--- src/rtl/uart_tx_fifo_pkg.sv ---
// -----------------------------------------------------------------------------
// uart_tx_fifo_pkg
// Purpose : Shared constants and helpers for the UART transmit byte buffer.
//           Provides the default data width / depth and a constant-evaluable
//           ceiling-log2 used to size the FIFO pointers.
// Ports   : none (package)
// -----------------------------------------------------------------------------
package uart_tx_fifo_pkg;

  localparam int DEFAULT_WIDTH = 32'd8;
  localparam int DEFAULT_DEPTH = 32'd8;

  // Ceiling log2, usable in parameter context; log2(8) = 3, log2(2) = 1.
  function automatic int log2(input int value);
    int result;
    result = 32'd0;
    while ((32'd1 << result) < value) begin
      result = result + 32'd1;
    end
    return result;
  endfunction

endpackage

--- src/rtl/uart_tx_fifo.sv ---
// -----------------------------------------------------------------------------
// uart_tx_fifo
// Purpose : Byte buffer placed directly upstream of the UART transmitter.
//           CPU writes enter over a ready/valid handshake and are presented in
//           order on the transmitter's DataIn/DataInValid/DataInReady
//           handshake, so software can queue up to Depth bytes at once.
// Ports   :
//   i_clk        system clock, all state updates on the rising edge
//   i_rst_n      synchronous active-low reset
//   i_flush      synchronous clear of queue contents
//   i_in_data    byte from CPU side
//   i_in_valid   i_in_data is valid
//   o_in_ready   FIFO can accept a byte this cycle
//   o_out_data   head-of-queue byte (to transmitter DataIn)
//   o_out_valid  head is valid (to transmitter DataInValid)
//   i_out_ready  consumer takes the head (from transmitter DataInReady)
//   o_count      current occupancy, 0..Depth
// -----------------------------------------------------------------------------
module uart_tx_fifo
  import uart_tx_fifo_pkg::*;
#(
  parameter int Width = DEFAULT_WIDTH,
  parameter int Depth = DEFAULT_DEPTH
) (
  input  logic                      i_clk,
  input  logic                      i_rst_n,
  input  logic                      i_flush,
  input  logic [Width-1:0]          i_in_data,
  input  logic                      i_in_valid,
  output logic                      o_in_ready,
  output logic [Width-1:0]          o_out_data,
  output logic                      o_out_valid,
  input  logic                      i_out_ready,
  output logic [log2(Depth):0]      o_count
);

  localparam int PtrWidth = log2(Depth);

  localparam logic [PtrWidth:0]   FULL_CNT  = (PtrWidth + 1)'(Depth);
  localparam logic [PtrWidth:0]   ZERO_CNT  = (PtrWidth + 1)'(0);
  localparam logic [PtrWidth:0]   ONE_CNT   = (PtrWidth + 1)'(1);
  localparam logic [PtrWidth-1:0] ZERO_PTR  = PtrWidth'(0);
  localparam logic [PtrWidth-1:0] ONE_PTR   = PtrWidth'(1);

  logic [Width-1:0]    r_mem [Depth];
  logic [PtrWidth-1:0] r_rd_ptr;
  logic [PtrWidth-1:0] r_wr_ptr;
  logic [PtrWidth:0]   r_cnt;

  logic w_in_ready;
  logic w_out_valid;
  logic w_push;
  logic w_pop;

  // Full and empty are told apart only by the counter, never by pointer
  // equality. Reset and flush both block pushes; only reset hides the head.
  assign w_in_ready  = i_rst_n & ~i_flush & (r_cnt != FULL_CNT);
  assign w_out_valid = i_rst_n & (r_cnt != ZERO_CNT);
  assign w_push      = i_in_valid & w_in_ready;
  assign w_pop       = w_out_valid & i_out_ready;

  assign o_in_ready  = w_in_ready;
  assign o_out_valid = w_out_valid;
  assign o_out_data  = r_mem[r_rd_ptr];
  assign o_count     = r_cnt;

  // Pointer and occupancy update; reset and flush clear the queue state.
  always_ff @(posedge i_clk) begin
    if (!i_rst_n) begin
      r_rd_ptr <= ZERO_PTR;
      r_wr_ptr <= ZERO_PTR;
      r_cnt    <= ZERO_CNT;
    end else if (i_flush) begin
      // A pop accepted this cycle is superseded by the clear.
      r_rd_ptr <= ZERO_PTR;
      r_wr_ptr <= ZERO_PTR;
      r_cnt    <= ZERO_CNT;
    end else begin
      // Pointers are PtrWidth bits wide, so Depth-1 -> 0 wraps for free.
      if (w_push) begin
        r_wr_ptr <= r_wr_ptr + ONE_PTR;
      end
      if (w_pop) begin
        r_rd_ptr <= r_rd_ptr + ONE_PTR;
      end
      case ({w_push, w_pop})
        2'b10:   r_cnt <= r_cnt + ONE_CNT;
        2'b01:   r_cnt <= r_cnt - ONE_CNT;
        default: r_cnt <= r_cnt;
      endcase
    end
  end

  // Storage write; contents are deliberately left untouched by reset/flush.
  always_ff @(posedge i_clk) begin
    if (w_push) begin
      r_mem[r_wr_ptr] <= i_in_data;
    end
  end

endmodule

--- config.mk ---
export PLATFORM = sky130hd
export DESIGN_NAME = uart_tx_fifo
export DESIGN_NICKNAME = d
export VERILOG_FILES = /design/src/rtl/uart_tx_fifo_pkg.sv /design/src/rtl/uart_tx_fifo.sv
export SDC_FILE = /design/constraint.sdc
export NUM_CORES = 1
export LEC_CHECK = 0
export BUFFER_PORTS_ARGS = -buffer_cell sky130_fd_sc_hd__buf_2
export CAP_MARGIN = 20
export CORE_MARGIN = 3
export CORE_UTILIZATION = 41
export DETAILED_ROUTE_END_ITERATION = 12
export SETUP_SLACK_MARGIN = 0.3
export SKIP_CTS_REPAIR_TIMING = 1
export SYNTH_ARGS = -nofsm -noshare
export SYNTH_HDL_FRONTEND = slang
export SYNTH_SLANG_ARGS = --single-unit
export TNS_END_PERCENT = 1
--- constraint.sdc ---
create_clock -name i_clk -period 2.51 [get_ports i_clk]
set_clock_uncertainty 0.15 [all_clocks]
set_input_delay 0.3765 -clock i_clk [delete_from_list [all_inputs] [get_ports i_clk]]
set_output_delay 0.3765 -clock i_clk [all_outputs]
set_load 0.02 [all_outputs]
==> Word-level counts from Yosys, hierarchy flattened <==
Memories as Yosys holds them, arrays and structs flattened. A register that Yosys moved wholly into a read port is not among the register bits.
Index checks and enable logic that the tools add are counted.
{ "totals": {"elab_cells": 26, "out_inout_bits": 14, "n_memories": 1, "input_bits": 13, "ramBits": 64, "register_bits": 10} }
{ "mem_list": {"columns": ["memory", "depth", "word_bits", "rd", "rd_ports_with_merged_regs", "wr", "line", "text"], "rows": [
  ["r_mem", 8, 8, 1, 1, 1, "uart_tx_fifo.sv:45", "logic [Width-1:0] r_mem [Depth];"]
]} }
{ "classes": {"reduce_logical": 3, "muxes": 5, "eq_ne": 3, "addsub": 4, "n_bitwise": 7} }
{ "ops": {"columns": ["operator", "count"], "rows": [
  ["case mux 4 bit (2 select lines)", 1],
  ["adder 3 x 1 -> 3 bit (second input constant)", 2],
  ["two-way mux 3 bit", 2],
  ["AND 1 bit", 5],
  ["adder 4 x 1 -> 4 bit (second input constant)", 1],
  ["!= test 4 bit (second input constant)", 1],
  ["nonzero test 4 bit", 1],
  ["subtractor 4 x 1 -> 4 bit (second input constant)", 1],
  ["equality test 2 x 1 -> 1 bit (second input constant)", 1],
  ["equality test 2 bit (second input constant)", 1],
  ["two-way mux 1 bit", 2],
  ["inverter 1 bit", 2],
  ["nonzero test 2 bit", 1],
  ["OR reduction 2 bit", 1]
]} }

==> Depth between registers and ports, before layout <==
{ "logic_depth": {"depth_word": 6, "mapped_depth": 10, "mapped_depth_nobuf": 10} }

==> Least setup slack after synthesis <==
OpenSTA, ideal clock, no wires.
{ "synth_path": {"path_type": "flip-flop to flip-flop", "from": "register r_cnt[1], in the netlist o_count[1]", "to": "register r_cnt[2], in the netlist o_count[2]", "path_buffers": 0, "path_stages_with_launch": 11, "path_slack_ns": -0.119, "setup_ns": 0.070, "required_ns": 2.290, "t_arrival_ns": 2.409, "synth_period_minus_slack_ns": 2.629, "path_cell_list": "dfxtp_1 or4_1 nand3_1 inv_1 ha_1 xor2_1 ha_1 a21oi_1 xor2_1 or3_1 a21oi_1"} }
{ "synth_between": {"elab_chain_cells": 5, "elab_cells_between_ends": 12, "classes_between": "add/sub: 2; eq/ne: 3; mux: 1; bitwise: 4; reduce/logical: 2"} }
{ "synth_lines": {"columns": ["element", "line", "text"], "rows": [
  ["start, declared", "uart_tx_fifo.sv:48", "logic [PtrWidth:0] r_cnt;"],
  ["start signal, assigned", "uart_tx_fifo.sv:87", "2'b10: r_cnt <= r_cnt + ONE_CNT;"],
  ["start signal, assigned", "uart_tx_fifo.sv:88", "2'b01: r_cnt <= r_cnt - ONE_CNT;"],
  ["start signal, assigned", "uart_tx_fifo.sv:89", "default: r_cnt <= r_cnt;"],
  ["nonzero test 4 bit *", "uart_tx_fifo.sv:58", "assign w_out_valid = i_rst_n & (r_cnt != ZERO_CNT);"],
  ["AND 1 bit *", "uart_tx_fifo.sv:58", null],
  ["AND 1 bit *", "uart_tx_fifo.sv:60", "assign w_pop = w_out_valid & i_out_ready;"],
  ["named net w_pop", "uart_tx_fifo.sv:53", "logic w_pop;"],
  ["equality test 2 x 1 -> 1 bit or equality test 2 bit (tied branches)", "uart_tx_fifo.sv:86", "case ({w_push, w_pop})"],
  ["case mux 4 bit (2 select lines) or nonzero test 2 bit (tied branches)", null, null]
]} }
Mark *: on every way through the listed nets, which the timed path passes. The rest lies on a longest branch.
A chain may end at the register's enable or synchronous reset.

==> Worst setup path in the final report <==
{ "layout_path": {"from": "register r_cnt[3], in the netlist o_count[3]", "to": "register r_cnt[2], in the netlist o_count[2]"} }
The elaborated chain is that of the path after synthesis.

==> impl_metrics.ini <==
[status]
status = complete, no violations

[clock_network]
cts-root-buf = clkbuf_8
cts.sink_count = 77
cts_buffers = 9
cts.clk_slew.worst_paths_ps = 80
clk_latency_ps = 340
cts_tree = built
clockBufferDepth = 2
htree_num_levels = 3

[setup_path]
path_class = reg -> reg
path_max_fanout = 5
endpoint_kind = flop
cp.required_ps = 2630
startpoint_type = flop
cp.arrival_ps = 2590

[global_routing]
top_usage_layer = met2
grtUsageTotal_pct = 14.5
grt_pass1_vias = 1755
grtUsageMet2_pct = 24.4
grt_max_degree = 17
gr-usage-met1_pct = 17.4
antenna_found_initial = 0
overflow = 0
grtUsageMet3_pct = 3.37
grt_pass1_wl_mm = 9.07

[sta]
min_period_ps = 2470
hold_violations = 0
fin_tns_setup_ps = 0
final-max-slew-violation-count = 0
rsz0062_at_grt = yes
fin_crit_sh_pct = 98.5
tightestPinTransition_ps = 622
relSlewSlack_pct = 58.5
setup_violations = 0
fmax_mhz = 404

[cells_and_area]
n_antenna_cell = 0
instances_no_fill = 318
syn_to_final_growth_pct = 19.5
final_nets = 232
final_core_util_pct = 51.2
drive_above_1_share_pct = 43.8

[power_and_ir_drop]
clkPwrFrac_pct = 38.3
finalPower_mw = 2.39
p_switching_mw = 0.504
internal-power_mw = 1.88
power.density_mw_per_mm2 = 633
p_comb_share_pct = 3.5
leakagePower_nw = 1.27
p_sw_share_pct = 21.1
peakVddDrop_uv = 250
seq_power_share_pct = 58.2

[placed_design]
place_inst = 302
numPortBuffers = 26
gp_congestion = 0.758
hpwl_mm = 3.84

[floorplan]
die_x_um = 93.7
die-area_mm2 = 0.00879
die-height_um = 93.7
core_mm2 = 0.00737
start_util_pct = 42.8
rows = 31
io_pins = 27

[detailed_routing]
via_per_inst = 5.24
drt-wirelength-per-cell_um = 19.0
drc_errors = 0
drt-total-wl_mm = 6.05
first_iter_violations = 94
antenna_left = 0
firstDrtPassIters = 4
vias = 1665

[synth]
netlist_area_mm2 = 0.00316
ys_seq_area_share_pct = 69.2
synth_warnings = 0
ys_ff_latch = 77
syn_area_per_cell_um2 = 18.2
ys_types = 32
syn_nets = 191
synth_cells = 173

[min_path]
hold_path.class = in -> reg

[flow_run]
max_cap_viol_count = 0
==> critical path, cell delays in order (launching register included) <==
cell and delay (ps):
dfxtp_4 360, or4_4 570, nand3_4 110, inv_4 50, ha_4 180, xor2_2 150, ha_2 190, a21oi_2 110
xor2_1 100, or3_1 310, a21oi_1 120
==> sequential cells by signal (all words and copies together), names as in the netlist, named ones only <==
register,flops
r_wr_ptr,3
r_rd_ptr,3
r_mem,64
o_count,4
==> synthesized netlist by cell type <==
master | count | area, um^2
nor4b_1 | 1 | 8.76
nor3_1 | 4 | 20.0
buf_2 | 2 | 10.0
nand4_1 | 2 | 12.5
or4b_1 | 1 | 10.0
nor2_1 | 10 | 37.5
mux4_1 | 15 | 394
clkbuf_1 | 2 | 7.51
or4_1 | 1 | 7.51
buf_12 | 1 | 20.0
dfxtp_1 | 13 | 260
mux2i_1 | 2 | 20.0
ha_1 | 5 | 62.6
and2_1 | 1 | 6.26
edfxtp_1 | 64 | 1920
a21oi_1 | 4 | 20.0
nand2b_1 | 3 | 18.8
or3b_2 | 1 | 8.76
buf_1 | 1 | 3.75
and2_4 | 1 | 8.76
mux4_2 | 1 | 22.5
nor4bb_1 | 1 | 10.0
o41ai_1 | 1 | 8.76
nand3_1 | 7 | 35.0
inv_1 | 1 | 3.75
nand2_1 | 6 | 22.5
xor2_1 | 6 | 52.6
mux2_2 | 8 | 90.1
buf_6 | 1 | 11.3
nor2b_1 | 3 | 18.8
o21ai_0 | 3 | 15.0
or3_1 | 1 | 6.26
==> area by class of cell <==
type                    count  area (um^2)
fillers                   601         3600
flip-flops and latches     77         2200
multi-input cells          88          970
repair buffers             37          275
clock buffers               9          124
well taps                  99          124
clock inverters             7         75.1
inverters                   1         6.26
==> cell families (layout without fill, tap and decap cells) <==
kind of cell / after synthesis / in the layout / synth area share, %
AO/OA/AOI/OAI: 8 / 8 / 1.39
XOR/XNOR: 6 / 6 / 1.67
multiplexers: 26 / 26 / 16.7
adder cells (fa/ha/maj): 5 / 5 / 1.98
AND/OR/NAND/NOR: 43 / 43 / 7.34
buffers and inverters: 8 / 54 / 1.78
flip-flops: 77 / 77 / 69.2
==> power groups by stage <==
stage          Combinational [mW]  Clock (mW)  Sequential [mW]
2_1_floorplan              0.0372           0             1.42
3_3_place_gp               0.0710           0             1.42
3_5_place_dp               0.0750           0             1.42
4_1_cts                    0.0754       0.937             1.39
5_1_grt                    0.0926       0.996             1.39
6_report                   0.0836       0.913             1.39
==> layout by cell type, fill, tap and decap left out, types with 4 or more instances in the layout <==
cell      count
edfxtp_1     64
buf_2        18
mux4_2       16
nor2_1       10
buf_4        10
clkbuf_8      9
mux2_4        8
dfxtp_1       8
buf_6         8
nand2_1       6
nand3_1       5
xor2_1        5
nor3_1        4
==> worst paths after layout <==
path / cells past startpoint / startpoint / endpoint / slack [ps]
hold / removal: 1 / i_in_data[6] / r_mem[0][6]$_DFFE_PP_ / 150
setup / recovery: 10 / o_count[3]$_SDFFE_PP0P_ / o_count[2]$_SDFFE_PP0P_ / 40
setup reg to reg: 10 / o_count[3]$_SDFFE_PP0P_ / o_count[2]$_SDFFE_PP0P_ / 40
hold reg to reg: 2 / o_count[3]$_SDFFE_PP0P_ / o_count[3]$_SDFFE_PP0P_ / 380
==> metrics by stage <==
stage	setup WS (ps)	cell area (um^2)	hold slack, ps
2_1_floorplan	172	3220	320
5_1_grt	-58.1	3770	147
4_1_cts	-8.40	3700	131
6_report	37.4	3770	148
3_5_place_dp	0.949	3500	368
3_3_place_gp	155	3500	334
==> layer usage <==
metal	wire length (um)	share of wire, %
met5	0	0
met4	95	1.6
met3	216	3.6
met1	2650	44
met2	3090	51
Note: power is estimated with default switching activity, not from simulation.
